`src/rtl/logic_gate_pipe_if.sv`:
```
// Handshake bundle for logic_gate_pipe: input operands/op, result side and transfer counter.
// master drives operands and out_ready; slave (the pipe) drives results and in_ready.
interface logic_gate_pipe_if #(
    parameter int WIDTH = 8,
    parameter int N_IN  = 2,
    parameter int CNT_W = 16
);
    logic                    in_valid;
    logic                    in_ready;
    logic [2:0]              in_op;
    logic [N_IN*WIDTH-1:0]   in_data;
    logic                    out_valid;
    logic                    out_ready;
    logic [WIDTH-1:0]        out_data;
    logic                    out_zero;
    logic                    out_err;
    logic [CNT_W-1:0]        done_cnt;

    modport master (
        output in_valid, in_op, in_data, out_ready,
        input  in_ready, out_valid, out_data, out_zero, out_err, done_cnt
    );

    modport slave (
        input  in_valid, in_op, in_data, out_ready,
        output in_ready, out_valid, out_data, out_zero, out_err, done_cnt
    );
endinterface

```
`src/rtl/logic_gate_pipe.sv`:
```
// Two-stage bitwise logic unit over N_IN operands; result valid two edges after acceptance.
// Ready ripples combinationally from out_ready back to in_ready; outputs hold while stalled.
module logic_gate_pipe #(
    parameter int WIDTH = 8,
    parameter int N_IN  = 2,
    parameter int CNT_W = 16
) (
    input  logic               clk,
    input  logic               rst_n,
    logic_gate_pipe_if.slave   io_bus
);
    logic                    r_s1_v;
    logic [2:0]              r_s1_op;
    logic [N_IN*WIDTH-1:0]   r_s1_dat;
    logic                    r_s2_v;
    logic [WIDTH-1:0]        r_s2_dat;
    logic                    r_s2_zero;
    logic                    r_s2_err;
    logic [CNT_W-1:0]        r_done_cnt;

    logic                    w_s2_adv;
    logic                    w_s1_adv;
    logic                    w_in_xfer;
    logic                    w_out_xfer;
    logic [WIDTH-1:0]        w_and;
    logic [WIDTH-1:0]        w_or;
    logic [WIDTH-1:0]        w_xor;
    logic [WIDTH-1:0]        w_res;
    logic                    w_err;

    assign w_s2_adv   = !r_s2_v || io_bus.out_ready;
    assign w_s1_adv   = !r_s1_v || w_s2_adv;
    assign w_in_xfer  = io_bus.in_valid && w_s1_adv;
    assign w_out_xfer = r_s2_v && io_bus.out_ready;

    always_comb begin
        w_and = '1;
        w_or  = '0;
        w_xor = '0;
        for (int k = 0; k < N_IN; k++) begin
            w_and = w_and & r_s1_dat[k*WIDTH +: WIDTH];
            w_or  = w_or  | r_s1_dat[k*WIDTH +: WIDTH];
            w_xor = w_xor ^ r_s1_dat[k*WIDTH +: WIDTH];
        end
    end

    always_comb begin
        w_res = '0;
        w_err = 1'b0;
        case (r_s1_op)
            3'b000:  w_res = w_and;
            3'b001:  w_res = w_or;
            3'b010:  w_res = w_xor;
            3'b011:  w_res = ~w_and;
            3'b100:  w_res = ~w_or;
            3'b101:  w_res = ~w_xor;
            3'b110:  w_res = r_s1_dat[WIDTH-1:0];
            default: w_err = 1'b1;
        endcase
    end

    always_ff @(posedge clk or negedge rst_n) begin
        if (!rst_n) begin
            r_s1_v     <= 1'b0;
            r_s1_op    <= '0;
            r_s1_dat   <= '0;
            r_s2_v     <= 1'b0;
            r_s2_dat   <= '0;
            r_s2_zero  <= 1'b0;
            r_s2_err   <= 1'b0;
            r_done_cnt <= '0;
        end else begin
            if (w_s1_adv) begin
                r_s1_v <= io_bus.in_valid;
            end
            if (w_in_xfer) begin
                r_s1_op  <= io_bus.in_op;
                r_s1_dat <= io_bus.in_data;
            end
            if (w_s2_adv) begin
                r_s2_v <= r_s1_v;
            end
            // Result regs only move on a real load so out_data keeps its last value across bubbles.
            if (w_s2_adv && r_s1_v) begin
                r_s2_dat  <= w_res;
                r_s2_zero <= (w_res == '0);
                r_s2_err  <= w_err;
            end
            if (w_out_xfer && !(&r_done_cnt)) begin
                r_done_cnt <= r_done_cnt + 1'b1;
            end
        end
    end

    assign io_bus.in_ready  = w_s1_adv;
    assign io_bus.out_valid = r_s2_v;
    assign io_bus.out_data  = r_s2_dat;
    assign io_bus.out_zero  = r_s2_zero;
    assign io_bus.out_err   = r_s2_err;
    assign io_bus.done_cnt  = r_done_cnt;
endmodule
```
`src/flat_wrapper.sv`:
```
// flat-port wrapper written by rule: the top's interface ports become plain ports
module logic_gate_pipe_flat 
#(
    parameter int WIDTH = 8,
    parameter int N_IN  = 2,
    parameter int CNT_W = 16
)
  (clk, rst_n, io_bus_in_valid, io_bus_in_op, io_bus_in_data, io_bus_out_ready, io_bus_in_ready, io_bus_out_valid, io_bus_out_data, io_bus_out_zero, io_bus_out_err, io_bus_done_cnt);
  logic_gate_pipe_if #(.WIDTH(WIDTH), .N_IN(N_IN), .CNT_W(CNT_W)) io_bus_i ();
  input  logic clk;
  input  logic rst_n;
  input wire logic [$bits(io_bus_i.in_valid)-1:0] io_bus_in_valid;
  input wire logic [$bits(io_bus_i.in_op)-1:0] io_bus_in_op;
  input wire logic [$bits(io_bus_i.in_data)-1:0] io_bus_in_data;
  input wire logic [$bits(io_bus_i.out_ready)-1:0] io_bus_out_ready;
  output wire logic [$bits(io_bus_i.in_ready)-1:0] io_bus_in_ready;
  output wire logic [$bits(io_bus_i.out_valid)-1:0] io_bus_out_valid;
  output wire logic [$bits(io_bus_i.out_data)-1:0] io_bus_out_data;
  output wire logic [$bits(io_bus_i.out_zero)-1:0] io_bus_out_zero;
  output wire logic [$bits(io_bus_i.out_err)-1:0] io_bus_out_err;
  output wire logic [$bits(io_bus_i.done_cnt)-1:0] io_bus_done_cnt;
  assign io_bus_i.in_valid = io_bus_in_valid;
  assign io_bus_i.in_op = io_bus_in_op;
  assign io_bus_i.in_data = io_bus_in_data;
  assign io_bus_i.out_ready = io_bus_out_ready;
  assign io_bus_in_ready = io_bus_i.in_ready;
  assign io_bus_out_valid = io_bus_i.out_valid;
  assign io_bus_out_data = io_bus_i.out_data;
  assign io_bus_out_zero = io_bus_i.out_zero;
  assign io_bus_out_err = io_bus_i.out_err;
  assign io_bus_done_cnt = io_bus_i.done_cnt;
  logic_gate_pipe #(.WIDTH(WIDTH), .N_IN(N_IN), .CNT_W(CNT_W)) u_core (.clk(clk), .rst_n(rst_n), .io_bus(io_bus_i));
endmodule
```
`config.mk`:
```
export PLATFORM = sky130hd
export DESIGN_NAME = logic_gate_pipe_flat
export DESIGN_NICKNAME = d
export VERILOG_FILES = /design/src/rtl/logic_gate_pipe_if.sv /design/src/rtl/logic_gate_pipe.sv /design/src/flat_wrapper.sv
export SDC_FILE = /design/constraint.sdc
export NUM_CORES = 1
export LEC_CHECK = 0
export CAP_MARGIN = 5
export CELL_PAD_IN_SITES_DETAIL_PLACEMENT = 1
export CELL_PAD_IN_SITES_GLOBAL_PLACEMENT = 1
export CORE_MARGIN = 8
export CORE_UTILIZATION = 40
export DETAILED_ROUTE_END_ITERATION = 12
export HOLD_SLACK_MARGIN = 0.12
export PLACE_DENSITY = 0.78
export SLEW_MARGIN = 20
export SYNTH_ARGS = -nofsm -noshare
export SYNTH_HDL_FRONTEND = slang
export SYNTH_SLANG_ARGS = --single-unit
```
`constraint.sdc`:
```
create_clock -name clk -period 2.3 [get_ports clk]
set_input_delay 0.23 -clock clk [delete_from_list [all_inputs] [get_ports clk]]
set_output_delay 0.23 -clock clk [all_outputs]
set_load 0.05 [all_outputs]
```
# ---- After elaboration in Yosys (flattened, before gate mapping)
# Index checks and enable logic that the tools add are counted.
# Widths: inputs -> output; s select.
dict set report word_totals {
  register_bits 47
  inputBits 23
  output_inout_bits 28
}
dict set report classes {
  addsub 1
  eq_ne 6
  mux 2
  bitwise_logic 6
  n_reduce_logical 13
}
# op n
set op_table {}
lappend op_table {{$pmux 8 s7} 1}
lappend op_table {{$not 8->8} 3}
lappend op_table {{$add 16x1->16 const B} 1}
lappend op_table {{$reduce_and 16->1} 1}
lappend op_table {{$eq 3x3->1 const B} 3}
lappend op_table {{$and 8x8->8} 1}
lappend op_table {{$logic_not 8->1} 1}
lappend op_table {{$or 8x8->8} 1}
lappend op_table {{$xor 8x8->8} 1}
lappend op_table {{$reduce_or 7->1} 1}
lappend op_table {{$eq 3x2->1 const B} 2}
lappend op_table {{$logic_and 1x1->1} 4}
lappend op_table {{$eq 3x1->1 const B} 1}
lappend op_table {{$logic_not 1->1} 3}
lappend op_table {{$logic_not 3->1} 1}
lappend op_table {{$logic_or 1x1->1} 2}
lappend op_table {{$mux 1} 1}

# ---- Depth between registers and ports, before layout
# Gate-level depths: netlist (run 1).
dict set report logic_depth {
  depth_word 4
  mapped_depth 8
  ltp_nobuf 7
}

# ---- Worst setup path before layout (run 1)
# Ideal clock, no wire load.
dict set report synth_path {
  path_type {reg-to-reg}
  startpoint {reg u_core.r_s2_v, in the netlist u_core.io_bus.out_valid}
  endpoint {reg u_core.r_s1_dat[0]}
  arrival_time_ps 2281
  t_required_ps 2172
  path_slack_ps -109
  stages_incl_launch_ff 5
  path_buffers 1
  period_less_slack_ps 2409
  cell_sequence {dfrtp_1 nand3b_1 nand2_1 buf_2 mux2_1}
}
dict set report synth_between {
  elab_chain_len 4
}
# item line_no
set synth_lines {}
lappend synth_lines {{start: declaration} logic_gate_pipe.sv:15} ;# logic r_s2_v;
lappend synth_lines {{start signal: assignment} logic_gate_pipe.sv:81} ;# r_s2_v <= r_s1_v;
lappend synth_lines {{$logic_not 1->1} logic_gate_pipe.sv:31} ;# assign w_s2_adv = !r_s2_v || io_bus.out_ready;
lappend synth_lines {{$logic_or 1x1->1} logic_gate_pipe.sv:31}
lappend synth_lines {{$logic_or 1x1->1} logic_gate_pipe.sv:32} ;# assign w_s1_adv = !r_s1_v || w_s2_adv;
lappend synth_lines {{named net io_bus_in_ready} flat_wrapper.sv:16} ;# output wire logic [$bits(io_bus_i.in_ready)-1:0] io_bus_in_ready;
lappend synth_lines {{$logic_and 1x1->1} logic_gate_pipe.sv:33} ;# assign w_in_xfer = io_bus.in_valid && w_s1_adv;
lappend synth_lines {{end signal: assignment} logic_gate_pipe.sv:78} ;# r_s1_dat <= io_bus.in_data;
lappend synth_lines {{end: declaration} logic_gate_pipe.sv:14} ;# logic [N_IN*WIDTH-1:0] r_s1_dat;
# The timed path passes the listed nets, and every way through them passes these cells.
# A chain may end at the register's enable or synchronous reset.

# ---- Worst setup path in the final report (run 1)
dict set report layout_path {
  startpoint {reg u_core.r_s1_op[2]}
  endpoint {reg u_core.r_s2_zero, in the netlist u_core.io_bus.out_zero}
}
dict set report layout_between {
  elab_chain_len 3
  word_cells_on_any_way 9
}
# item line_no
set layout_lines {}
lappend layout_lines {{start: declaration} logic_gate_pipe.sv:13} ;# logic [2:0] r_s1_op;
lappend layout_lines {{start signal: assignment} logic_gate_pipe.sv:77} ;# r_s1_op <= io_bus.in_op;
lappend layout_lines {{$eq 3x3->1, or another cell as far along} logic_gate_pipe.sv:50} ;# case (r_s1_op)
lappend layout_lines {{$pmux 8 s7 *} logic_gate_pipe.sv:50}
lappend layout_lines {{$logic_not 8->1 *} logic_gate_pipe.sv:86} ;# r_s2_zero <= (w_res == '0);
lappend layout_lines {{end signal: assignment} logic_gate_pipe.sv:86}
lappend layout_lines {{end: declaration} logic_gate_pipe.sv:17} ;# logic r_s2_zero;
# Every way passes the cells marked *; elsewhere a longest branch is shown, timed or not.

==> reports/results.ini, run 1 <==
[timing]
setup_violations=0
fin_crit_sh=0.8733
hold_ws_ps=479.3
worstMarginPinSlew_ps=613.1
fmax_ghz=0.4978
slew_headroom=0.5912
setup_tns_ps=0
slew_violations=0
rsz0062_at_grt=no
fin_crit_ps=2009
skew_ps=5.421
finalHoldViolations=0

[power]
ir_drop_uv=534.4
power.leakage_nw=1.532
power.density_nw_per_um2=876.2
power_mw=2.982

[setup_path]
cp-end-kind=register
cp.arrival_ps=2240
worst-path-max-fanout=17
critPathKind=reg2reg
r2r_cells=5
regToRegEndpoint=u_core.io_bus.out_zero
r2r_slack_ps=290
timing.rr.start=u_core.r_s1_op[2]
crit_required_ps=2530
start_kind=register

[grt]
grt_pass1_vias=2217
antenna_found_initial=0
grt_usage=0.1321
overflow=0
grt_max_degree=48
grt_pass1_wl_um=10650

[synthesis]
synthTopCellsByCount=dfrtp_1, inv_1, nand2_1
synth_ff_type=dfrtp_1
synthTopCellsByArea=dfrtp_1, ha_1, mux2_1
yosysWarningCount=0
netlist_area_um2=2725
synth-xor-area-share=0.03857
synth-adder-area-share=0.07805
ys_seq_area_frac=0.4316
yosys.area_share.simple=0.1469
synth-seq-cells=47
async_reset_ff_frac=1.000
syn_inst=256
synth.most_common_cell=dfrtp_1
synth_edf_count=0
syn-num-nets=296
avgSynthCellArea_um2=10.64
ys_types=50
synth_compound_area_frac=0.09275
yosys-mux-area-fraction=0.1598
synth_top_area_share=0.4316
synth_top_family_by_area=multiplexers
yosysTopAreaCell=dfrtp_1

[cells_and_area]
multi_input_area_um2=1409
drive_gt1_frac=0.1125
num_antenna_cells=0
nets=350
nFillCells=747
regArea_um2=1176
area_growth_pct=24.89

[drt]
wire_per_inst_um=15.95
vias=2053
routed.top_layer=met4
wl_um=6237
drt_iter0_markers=51
wl_met1_um=2935
wl_met2_um=2993
dr.pass1.iters=4
drc=0
ant_nets=0
met3_length_um=215
viasPerCell=5.251

[die]
start_util=0.4079
die_w_um=98.54
rows=30
die_h_um=98.54
core_area_um2=6681
dieArea_um2=9710
ios=51

[min_path]
min_path_cells=1
holdPathEnd=u_core.io_bus.out_data[3]
min_from=u_core.io_bus.out_data[3]
hold_path_class=reg2reg

[flow_run]
drv_cap=0

[clock_tree]
cts_made_buffers=5
postCtsHoldBufs=1
cts_sinks=47
cts_resized=0
cts_max_level=2
insertion_delay_ps=300
cts_buffer_depth=2
root_buffer=clkbuf_8
cts_setup_buffers=0
path_clk_slew_ps=90
cts_tree=built

[placed_design]
portBuffers=50
place_hpwl_um=4784
place_congestion=0.7520

[outcome]
status=complete, no violations

critical path, stage by stage (launching register included):
cell and delay, ps:
dfrtp_1 710, mux2_1 380, mux4_2 490, nor2_2 130
nand4_1 90, o21ai_1 140
per-stage QoR:
step                      setup slack [ps]  utilization  cells  cell area, um^2
after floorplan                      3.361            -    256             2728
after global placement               355.1       0.4931    382             3294
after detailed placement             292.1       0.4931    382             3294
after CTS                            265.9       0.5094    391             3403
after global routing                 145.2       0.5094    391             3403
final                                291.4       0.5094    391             3403
cell usage in the layout, fill, tap and decap left out, types with 2 or more instances in the layout:
master and n:
clkdlybuf4s50_1 48, dfrtp_1 47, inv_1 21, nand2_1 19, nor2_1 18, ha_1 17
mux2_1 15, mux2i_1 12, mux2_2 9, xor2_1 7, o21ai_1 7, clkbuf_8 6
buf_4 6, nand3_1 5, xnor2_1 5, a21oi_1 5, nand4_1 4, and3_1 4
nor3_1 4, and4_1 3, nor2b_1 3, nor3b_1 3, o21ai_0 3, nand2b_1 3
nand3b_1 2, mux4_2 2, o2bb2ai_1 2, a31oi_1 2, a211oi_1 2
state kept, by name (all words and copies together), names as in the netlist:
register                 cells
u_core.r_s1_v                1
u_core.io_bus.out_zero       1
u_core.r_s1_dat             16
u_core.io_bus.out_data       8
u_core.io_bus.out_err        1
u_core.io_bus.done_cnt      16
u_core.r_s1_op               3
u_core.io_bus.out_valid      1
per-layer routing:
layer	global-route usage	vias up
li1	-	1012
met1	0.1627	1008
met2	0.2172	27
met3	0.03171	6
met4	0.05195	0
met5	0	-
layout make-up:
type                    instances  share of cell area
multi-input cells             179              0.4140
repair buffers                 56              0.1588
flip-flops and latches         47              0.3456
clock inverters                 2            0.004779
clock buffers                   6             0.02426
inverters                      21             0.02316
well taps                      80             0.02941
cells by family (layout without fill, tap and decap cells):
family,count (synthesis),in the layout
flops,47,47
mux,38,38
xor+xnor,12,12
compound gates,35,35
buf+inv,30,85
simple gates,77,77
fa+ha+maj,17,17
power by group:
| part | internal [mW] | switching, mW | total (mW) |
|---|---|---|---|
| registers | 0.983 | 0.176 | 1.16 |
| clock network | 0.246 | 0.297 | 0.543 |
| logic | 0.515 | 0.765 | 1.28 |
| total | 1.74 | 1.24 | 2.98 |
worst max-delay path by stage:
stage                                  startpoint                         end  slack [ps]
final                           u_core.r_s1_op[2]      u_core.io_bus.out_zero         290
after floorplan           u_core.io_bus.out_valid          u_core.r_s1_dat[0]           3
after global routing            u_core.r_s1_op[2]      u_core.io_bus.out_zero         150
after CTS                       u_core.r_s1_op[2]      u_core.io_bus.out_zero         270
after detailed placement        u_core.r_s1_op[2]      u_core.io_bus.out_zero         290
after global placement           io_bus_out_ready  u_core.io_bus.done_cnt[12]         360
(Power assumes the default switching activity.)
==> inputs of run 2 (changes only) <==
--- a/config.mk
+++ b/config.mk
@@ -9,10 +9,10 @@
 export CELL_PAD_IN_SITES_DETAIL_PLACEMENT = 1
 export CELL_PAD_IN_SITES_GLOBAL_PLACEMENT = 1
 export CORE_MARGIN = 8
-export CORE_UTILIZATION = 40
+export CORE_UTILIZATION = 41
 export DETAILED_ROUTE_END_ITERATION = 12
 export HOLD_SLACK_MARGIN = 0.12
-export PLACE_DENSITY = 0.78
+export PLACE_DENSITY = 0.79
 export SLEW_MARGIN = 20
 export SYNTH_ARGS = -nofsm -noshare
 export SYNTH_HDL_FRONTEND = slang
==> reports/results.ini, run 2 (synthesis gave the netlist of run 1 again) <==
[power]
ir_drop_uv=526.3  ; was 534.4 uV
power.density_nw_per_um2=899.3  ; was 876.2 nW/um^2
power.leakage_nw=1.546  ; was 1.532 nW
power_mw=3.074  ; was 2.982 mW

[outcome]
status=complete, no violations  ; unchanged

[clock_tree]
cts_tree=built  ; unchanged
root_buffer=clkbuf_8  ; unchanged
cts_max_level=2  ; unchanged
cts_buffer_depth=2  ; unchanged
path_clk_slew_ps=90  ; about the same
insertion_delay_ps=300  ; about the same
cts_made_buffers=5  ; unchanged
cts_resized=0  ; unchanged
cts_setup_buffers=0  ; unchanged
cts_sinks=47  ; unchanged

[timing]
skew_ps=4.018  ; was 5.421 ps
fin_crit_sh=0.8774  ; was 0.8733
fmax_ghz=0.4955  ; was 0.4978 GHz
slew_violations=0  ; unchanged
worstMarginPinSlew_ps=627.9  ; was 613.1 ps
setup_tns_ps=0  ; unchanged
slew_headroom=0.5814  ; was 0.5912
fin_crit_ps=2018  ; was 2009 ps
setup_violations=0  ; unchanged
finalHoldViolations=0  ; unchanged
rsz0062_at_grt=no  ; unchanged

[cells_and_area]
num_antenna_cells=0  ; unchanged
area_growth_pct=25.44  ; was 24.89%
layout_common_cells=clkdlybuf4s50_1, dfrtp_1, inv_1  ; unchanged
layout_commonest_cell=clkdlybuf4s50_1  ; unchanged
nets=350  ; unchanged
drive_gt1_frac=0.1125  ; unchanged

[drt]
drc=0  ; unchanged
viasPerCell=5.330  ; was 5.251
ant_nets=0  ; unchanged
dr.pass1.iters=4  ; unchanged
wl_um=6393  ; was 6237 um
drt_iter0_markers=99  ; was 51
wire_per_inst_um=16.48  ; was 15.95 um
vias=2068  ; was 2053

[setup_path]
worst-path-max-fanout=17  ; unchanged
r2r_cells=5  ; unchanged
cp-end-kind=register  ; unchanged
start_kind=register  ; unchanged
critPathKind=reg2reg  ; unchanged
cp.arrival_ps=2250  ; was 2240 ps
crit_required_ps=2530  ; about the same

[grt]
grt_max_degree=29  ; was 48
overflow=0  ; unchanged
antenna_found_initial=0  ; unchanged
grt_pass1_vias=2187  ; was 2217
grt_usage=0.1373  ; was 0.1321
grt_pass1_wl_um=10940  ; was 10650 um

[die]
dieArea_um2=9511  ; was 9710 um^2
die_w_um=97.53  ; was 98.54 um
rows=29  ; was 30
core_area_um2=6386  ; was 6681 um^2
start_util=0.4267  ; was 0.4079
die_h_um=97.53  ; was 98.54 um
ios=51  ; unchanged

[placed_design]
portBuffers=50  ; unchanged
place_congestion=0.7743  ; was 0.7520
place_hpwl_um=4901  ; was 4784 um

[flow_run]
drv_cap=0  ; unchanged

[min_path]
hold_path_class=in2async  ; was reg2reg

==> run 2: cell count changes in the layout (fill, tap and decap cells not counted) <==
cell | before | now
bufinv_16 | 0 | 1
clkinv_2 | 0 | 1
clkinv_4 | 1 | 0
clkinvlp_4 | 1 | 0
==> run 2: routing by layer <==
metal	routed length (um)	track usage
met1	3049	0.1823
met4	73	0.05245
met3	212	0.02703
met2	3058	0.2131
met5	0	0
==> run 2: cell type report <==
class,instances,area (um^2)
clock buffer,6,82.58
sequential,47,1176
clock inverter,2,35.03
inverter,21,78.83
timing repair buffer,56,540.5
multi-input combinational,179,1409
tap,77,96.34
fill,706,2968
==> run 2: worst paths after layout <==
kind	startpoint	end	slack, ps
setup / recovery	u_core.r_s1_op[2]	u_core.io_bus.out_zero	280
hold / removal	rst_n	u_core.r_s1_op[1]	490
setup reg to reg	u_core.r_s1_op[2]	u_core.io_bus.out_zero	280
hold reg to reg	u_core.io_bus.out_data[5]	u_core.io_bus.out_data[5]	500
max in group asynchronous	rst_n	u_core.io_bus.done_cnt[10]	1220
min in group clk	u_core.io_bus.out_data[5]	u_core.io_bus.out_data[5]	500
==> run 2: what timing repair did <==
item                                    CTS  global route
endpoints found under the hold margin    26             0
endpoints found under the setup margin    0             0
hold buffers                              1             0
==> run 2: critical path: stages, from the launching register on <==
cell,delay (ps)
dfrtp_1,720
mux2_1,380
mux4_2,490
nor2_2,120
nand4_1,80
o21ai_1,150
==> run 2: where the power goes <==
part	internal (mW)	total [mW]	leakage, nW	switching, mW
Sequential	0.983	1.16	0.575	0.181
Clock	0.352	0.633	0.0612	0.281
Combinational	0.513	1.28	0.909	0.764
==> run 2: through the flow <==
step	hold WS [ps]	setup WS [ps]	area (um^2)	util	instances
CTS	502.7	287.3	3418	0.5353	388
floorplan	-65.59	3.361	2728	-	256
global placement	279.9	373.1	3291	0.5153	379
detailed placement	292.9	305.8	3291	0.5153	379
finish	491.0	281.9	3418	0.5353	388
global route	516.4	174.4	3418	0.5353	388
